$ cat src/rtl/kamikaze_ifetch.sv
// kamikaze instruction fetch stage: PC, sync imem request,
// prefetch FIFO toward decode, downstream redirect.
module kamikaze_ifetch #(
    parameter logic [31:0] RESET_PC   = 32'h0000_0000,
    parameter int unsigned FIFO_DEPTH = 2
) (
    input  logic        clk_i,
    input  logic        rst_i,
    output logic [31:0] im_addr_o,
    input  logic [31:0] im_data_i,
    output logic        inst_valid_o,
    input  logic        inst_ready_i,
    output logic [31:0] inst_o,
    output logic [31:0] inst_pc_o,
    input  logic        redirect_i,
    input  logic [31:0] redirect_pc_i
);

    localparam int unsigned PW = (FIFO_DEPTH > 1) ? $clog2(FIFO_DEPTH) : 1;
    localparam int unsigned CW = $clog2(FIFO_DEPTH + 1);
    localparam logic [PW-1:0] LAST = PW'(FIFO_DEPTH - 1);

    typedef struct packed {
        logic [31:0] pc;
        logic [31:0] inst;
    } fetch_entry_t;

    fetch_entry_t  fifo_q [FIFO_DEPTH];
    logic [PW-1:0] wr_ptr_q;
    logic [PW-1:0] rd_ptr_q;
    logic [CW-1:0] count_q;
    logic [31:0]   pc_q;
    logic [31:0]   addr_q;
    logic          req_q;

    logic          pop;
    logic          push;
    logic          issue;
    logic [CW:0]   occ;
    logic          unused_bits;

    assign unused_bits  = ^redirect_pc_i[1:0];

    assign im_addr_o    = redirect_i ? {redirect_pc_i[31:2], 2'b00} : pc_q;
    assign inst_valid_o = (count_q != '0);
    assign pop          = inst_valid_o & inst_ready_i;
    assign push         = req_q & ~redirect_i;

    // Occupancy counts the in-flight word so a push can never overflow.
    assign occ   = {1'b0, count_q} + (CW+1)'(req_q) - (CW+1)'(pop);
    assign issue = redirect_i | (occ < (CW+1)'(FIFO_DEPTH));

    assign inst_o    = fifo_q[rd_ptr_q].inst;
    assign inst_pc_o = fifo_q[rd_ptr_q].pc;

    always_ff @(posedge clk_i or negedge rst_i) begin
        if (!rst_i) begin
            pc_q   <= RESET_PC;
            addr_q <= '0;
            req_q  <= 1'b0;
        end else begin
            req_q <= issue;
            if (issue) begin
                addr_q <= im_addr_o;
                pc_q   <= im_addr_o + 32'd4;
            end
        end
    end

    always_ff @(posedge clk_i or negedge rst_i) begin
        if (!rst_i) begin
            wr_ptr_q <= '0;
            rd_ptr_q <= '0;
            count_q  <= '0;
            for (int i = 0; i < int'(FIFO_DEPTH); i++) begin
                fifo_q[i] <= '0;
            end
        end else if (redirect_i) begin
            wr_ptr_q <= '0;
            rd_ptr_q <= '0;
            count_q  <= '0;
        end else begin
            if (push) begin
                fifo_q[wr_ptr_q] <= {addr_q, im_data_i};
                wr_ptr_q <= (wr_ptr_q == LAST) ? '0 : wr_ptr_q + 1'b1;
            end
            if (pop) begin
                rd_ptr_q <= (rd_ptr_q == LAST) ? '0 : rd_ptr_q + 1'b1;
            end
            if (push && !pop) begin
                count_q <= count_q + 1'b1;
            end else if (pop && !push) begin
                count_q <= count_q - 1'b1;
            end
        end
    end

`ifndef SYNTHESIS
    push_never_full: assert property (
        @(posedge clk_i) disable iff (!rst_i)
        push |-> (count_q != CW'(FIFO_DEPTH))
    );
`endif

endmodule

$ cat config.mk
export PLATFORM = sky130hd
export DESIGN_NAME = kamikaze_ifetch
export DESIGN_NICKNAME = d
export VERILOG_FILES = /design/src/rtl/kamikaze_ifetch.sv
export SDC_FILE = /design/constraint.sdc
export NUM_CORES = 1
export LEC_CHECK = 0
export ABC_AREA = 1
export CORE_UTILIZATION = 57
export CTS_CLUSTER_DIAMETER = 200
export DETAILED_ROUTE_END_ITERATION = 8
export PLACE_DENSITY_LB_ADDON = 0.25
export RECOVER_POWER = 50
export SLEW_MARGIN = 25
export SYNTH_ARGS = -nofsm -noshare
export SYNTH_HDL_FRONTEND = slang
export SYNTH_SLANG_ARGS = --single-unit
$ cat constraint.sdc
create_clock -name clk_i -period 3.8 [get_ports clk_i]
set_input_delay 0.76 -clock clk_i [delete_from_list [all_inputs] [get_ports clk_i]]
set_output_delay 0.76 -clock clk_i [all_outputs]
set_load 0.005 [all_outputs]
==> metrics.cfg, run 1 <==
[status]
status=finished, violations left
violations=max-capacitance violations, max-slew violations

[logic_synthesis]
synth-seq-cells=195
avgSynthCellArea_sq_um=7.72
yosys.area.top_type=dfrtp_1
yosysWarnings=0
ys_seq_area_frac=0.520
synthCells=1215
synth-async-reset-ratio=1.00
synth_edf_count=0
yosys.area.top_type_share=0.520
syn_area_sq_um=9380
yosysUniqueCellTypes=33
synth.most_common_cell=nand2_1
synth_commonest_cells=nand2_1 (501), dfrtp_1 (195), o21ai_0 (165), inv_1 (101), nor2_1 (57)
ys.flop_type=dfrtp_1
ys_top_cells_by_area=dfrtp_1 (52%), nand2_1 (20%), o21ai_0 (8.8%), inv_1 (4.0%), nor2_1 (2.3%)
synth_nets=1286

[global_routing]
use_met1=0.369
grt_max_degree=99
grt_pass1_wl_um=35500
antenna_found_initial=0
grt_pass1_vias=7443
use_met3=0.0443
busiest_layer=met2
grt_usage=0.267
grt_overflow=0
grt_util_met2=0.427

[sta]
drv_slew=98
slew-limit-headroom=-0.622
fin_worst_skew_ps=4.15
hold_violations=0
fin_tns_setup_ps=0
fin_crit_sh=0.884
fmax_ghz=0.298
period_needed_ps=3360
worst_slew_pin_slew_ps=2430
setup_violations=0
rsz0062_at_grt=false
whs_ps=483
worst_slack_ps=440

[routing]
drc=0
num_vias=8080
drt_iter0_drc=573
wl_um=21400
wl_per_cell_um=13.6
drt_first_pass_iters=5
antenna_left=0
viasPerCell=5.12

[pwr]
power_mw=9.04
internal_power_mw=5.80
p_comb_frac=0.414
p_seq_frac=0.380
power.share.clock=0.206
max-vdd-ir-drop_mv=0.463
p_switching_mw=3.24
switching_share=0.358
power_density_nw_per_um2=769
power_leakage_nw=5.75

[critical_path]
cp_cell_sequence=clkbuf_1 -> inv_6 -> or2_2 -> o21ai_0 -> inv_1 -> clkdlybuf4s50_1
reg2reg_depth=17
worstSetupPathDepth=6
start_kind=input port
path_buf_inv=4
cp_data_arrival_time_ps=2600
critPathKind=input port to output pin
reg2reg_to=pc_q[27]
crit_path_max_fanout=33
critPathCaptureType=output pin
rrSetupSlack_ps=900
critical_path.startpoint=redirect_i
max_stage_delay_ps=510
endpoint=im_addr_o[31]
cp.required_ps=3040
slowest_stage=clkbuf_1
r2r_start=count_q[1]
crit_family=buffers and inverters

[clock_network]
hold_buffers=0
post_cts_buffers=0
cts_resized=0
cts_tree=done
cts_made_buffers=17
cts_max_path_buffers=2
clock-sinks=195
cts_root_buffer=clkbuf_16
insertion_delay_ps=420
htree_levels=4
clk_pin_slew_ps=60

[cells_and_area]
drive_above_1_share=0.0830
regArea_sq_um=4880
final_nets=1419
fin_area_sq_um=11800
area_growth_pct=25.3
fillCellCount=1262
num_antenna_cells=0
fin_cells=1577
multi_input_area_sq_um=3810
utilization=0.735

[floorplanning]
die_y_um=130
die_area_sq_um=17000
core_sq_um=16000
start_util=0.586
pin_count=165
fp-row-count=46
die_x_um=130

[placed_design]
place_hpwl_um=14300
dp_cells=1545
preCtsSetupSlack_ps=357
placed_area_sq_um=11200
io_buffers=162
gp_congestion=0.905

[run]
maxCapViolations=1

[min_path]
hp-class=flip-flop to flip-flop

[cell usage in the layout (no fill, tap or decap), types with 4 or more instances in the layout]
cell / instances
o21ai_2: 4
dfrtp_1: 194
nand2_1: 498
a21oi_1: 6
inv_1: 100
o21ai_0: 165
nor2_1: 57
buf_12: 5
nor2_2: 8
nand2_4: 4
clkbuf_16: 17
nor2_4: 8
inv_2: 5
o211ai_1: 9
clkbuf_1: 6
nand3_1: 41
buf_4: 6
clkdlybuf4s50_1: 160
nand2_2: 34
bufinv_16: 4
[worst min path at each step]
stage	to	depth (start not counted)	startpoint	slack, ps
6_report	fifo_q[5]	2	fifo_q[5]	480
5_1_grt	fifo_q[44]	2	fifo_q[44]	500
4_1_cts	fifo_q[94]	1	rst_i	450
3_5_place_dp	pc_q[31]	2	pc_q[31]	470
3_3_place_gp	fifo_q[98]	2	fifo_q[98]	460
2_1_floorplan	pc_q[31]	2	pc_q[31]	440
[kinds of logic after synthesis]
family,Yosys count,share of synthesized area
buf+inv,168,0.0754
compound gates,190,0.108
xor+xnor,1,0.000934
simple gates,658,0.291
flops,195,0.520
fa+ha+maj,3,0.00480
[layout make-up]
type | instances | share of cell area
multi-input combinational | 852 | 0.324
tap | 216 | 0.0230
clock buffer | 23 | 0.0398
inverter | 106 | 0.0343
sequential | 195 | 0.415
timing repair buffer | 176 | 0.150
clock inverter | 9 | 0.0130
[metal layers]
metal / part of all wire / vias up / wire length (um)
met3: 0.062 / 33 / 1330
met1: 0.45 / 3721 / 9670
met2: 0.47 / 274 / 10000
met5: 0 / - / 0
met4: 0.018 / 0 / 388
li1: - / 4052 / -
[registers in the layout (all words and copies together) (netlist names)]
register,count
fifo_q,128
req_q,1
rd_ptr_q,1
count_q,2
pc_q,32
addr_q,30
wr_ptr_q,1
[power by group through the flow]
stage          clock, mW  combinational (mW)  sequential, mW
2_1_floorplan          0                2.16            3.35
3_3_place_gp           0                3.64            3.41
3_5_place_dp           0                3.74            3.45
4_1_cts             1.89                3.78            3.43
5_1_grt             1.98                4.27            3.53
6_report            1.86                3.74            3.43
[worst register-to-register path: cells and delay by family, from the launching register on]
family                     cells  cell delay [ps]
and+or+nand+nor               11             1240
adders and majority gates      2              700
buffers and inverters          4              500
DFF                            1              420
No activity file was read; power rests on OpenSTA's default activity.
==> inputs of run 2 (changes only) <==
==> constraint.sdc (replaced) <==
create_clock -name clk_i -period 3.87 [get_ports clk_i]
set_input_delay 0.774 -clock clk_i [delete_from_list [all_inputs] [get_ports clk_i]]
set_output_delay 0.774 -clock clk_i [all_outputs]
set_load 0.005 [all_outputs]
==> metrics.cfg, run 2 (synthesis results as in run 1) <==
[global_routing]
antenna_found_initial=0
grt_pass1_vias=7511
grt_overflow=0
grt_pass1_wl_um=36000
grt_max_degree=109
grt_usage=0.273

[min_path]
hp-class=flip-flop to flip-flop
hold_start=fifo_q[59]
whs_path_depth=2

[sta]
worst_slew_pin_slew_ps=2680
slew-limit-headroom=-0.786
hold_violations=0
fin_crit_sh=0.882
fin_tns_setup_ps=0
setup_violations=0
drv_slew=108
fin_worst_skew_ps=9.28
rsz0062_at_grt=false
period_needed_ps=3410
fmax_ghz=0.293

[routing]
drt_first_pass_iters=5
num_vias=8147
wl_um=22000
drt_iter0_drc=525
viasPerCell=5.17
drc=0
wl_per_cell_um=14.0
antenna_left=0

[pwr]
max-vdd-ir-drop_mv=0.473
power_mw=8.84
power_density_nw_per_um2=755
power_leakage_nw=5.72

[cells_and_area]
reg_top3=fifo_q: 128 flops, pc_q: 32 flops, addr_q: 30 flops
final_cell_mix=nand2_1 (499), dfrtp_1 (194), o21ai_0 (165)
final_common_cell=nand2_1
final_nets=1417
largest_reg_flops=128
utilization=0.731
num_antenna_cells=0
drive_above_1_share=0.0831
regMostFlops=fifo_q
area_growth_pct=24.7

[critical_path]
critical_path.startpoint=redirect_i
cp_cell_sequence=buf_2 -> clkbuf_1 -> nand2_1 -> o21ai_2 -> clkdlybuf4s50_1
critPathKind=input port to output pin
max_stage_delay_ps=600
slowest_stage=clkbuf_1
path_buf_inv=3
r2r_start=count_q[1]
start_kind=input port
critPathCaptureType=output pin
worstSetupPathDepth=5
reg2reg_depth=13
cp.required_ps=3100
crit_family=buffers and inverters
crit_path_max_fanout=19
cp_data_arrival_time_ps=2640

[clock_network]
cts_made_buffers=17
cts_root_buffer=clkbuf_16
htree_levels=4
cts_max_path_buffers=2
post_cts_buffers=0
clock-sinks=195
insertion_delay_ps=430
cts_resized=0
clk_pin_slew_ps=70
cts_tree=done
hold_buffers=0

[floorplanning]
die_y_um=130
core_sq_um=16000
start_util=0.586
die_x_um=130
pin_count=165
fp-row-count=46
die_area_sq_um=17000

[status]
violations=max-capacitance violations, max-slew violations
status=finished, violations left

[run]
maxCapViolations=1

[placed_design]
io_buffers=162
place_hpwl_um=14400
gp_congestion=0.908

==> run 2: cell type report <==
type	count	area, sq um
clock buffers	20	447
clock inverters	12	156
repair buffers	174	1740
flip-flops and latches	195	4880
multi-input cells	852	3810
fillers	1268	4300
well taps	216	270
inverters	106	403
==> run 2: worst register-to-register path, stage by stage (launching register included) <==
cell and delay (ps):
dfrtp_1 410, inv_1 140, nand2_1 110, nand2_1 120, inv_1 70, ha_1 260
nor2_1 130, fa_1 420, nor2_1 120, nand2_1 60, nand2_1 170, buf_4 340
nand3_1 180, o211ai_1 210
==> run 2: power by group <==
part	total [mW]	leakage [nW]	switching [mW]	internal [mW]
registers	3.38	2.45	0.436	2.95
clock network	1.79	0.283	0.754	1.04
logic	3.67	2.99	2.05	1.61
==> run 2: worst paths after layout <==
path	end	slack, ps
worst max register to register	pc_q[8]	1050
worst max-delay path	im_addr_o[3]	460
worst min register to register	fifo_q[59]	490
worst min-delay path	fifo_q[59]	490
min in group asynchronous	fifo_q[91]	1180
max in group asynchronous	rd_ptr_q	930
==> run 2: stage by stage <==
stage	setup slack [ps]	area, sq um	std cells	hold WS (ps)
floorplan	1300	9380	1215	444
global placement	643	11100	1543	465
detailed placement	608	11100	1543	473
CTS	640	11700	1575	488
global route	306	11700	1575	504
finish	458	11700	1575	486
==> run 2: per-layer routing <==
metal  routed length [um]  GRT usage  part of all wire  up-vias
li1                     -          -                 -     4040
met1                 9790      0.365              0.45     3831
met2                10500      0.448              0.48      252
met3                 1410     0.0570             0.064       24
met4                  254     0.0828             0.012        0
met5                    0          0                 0        -
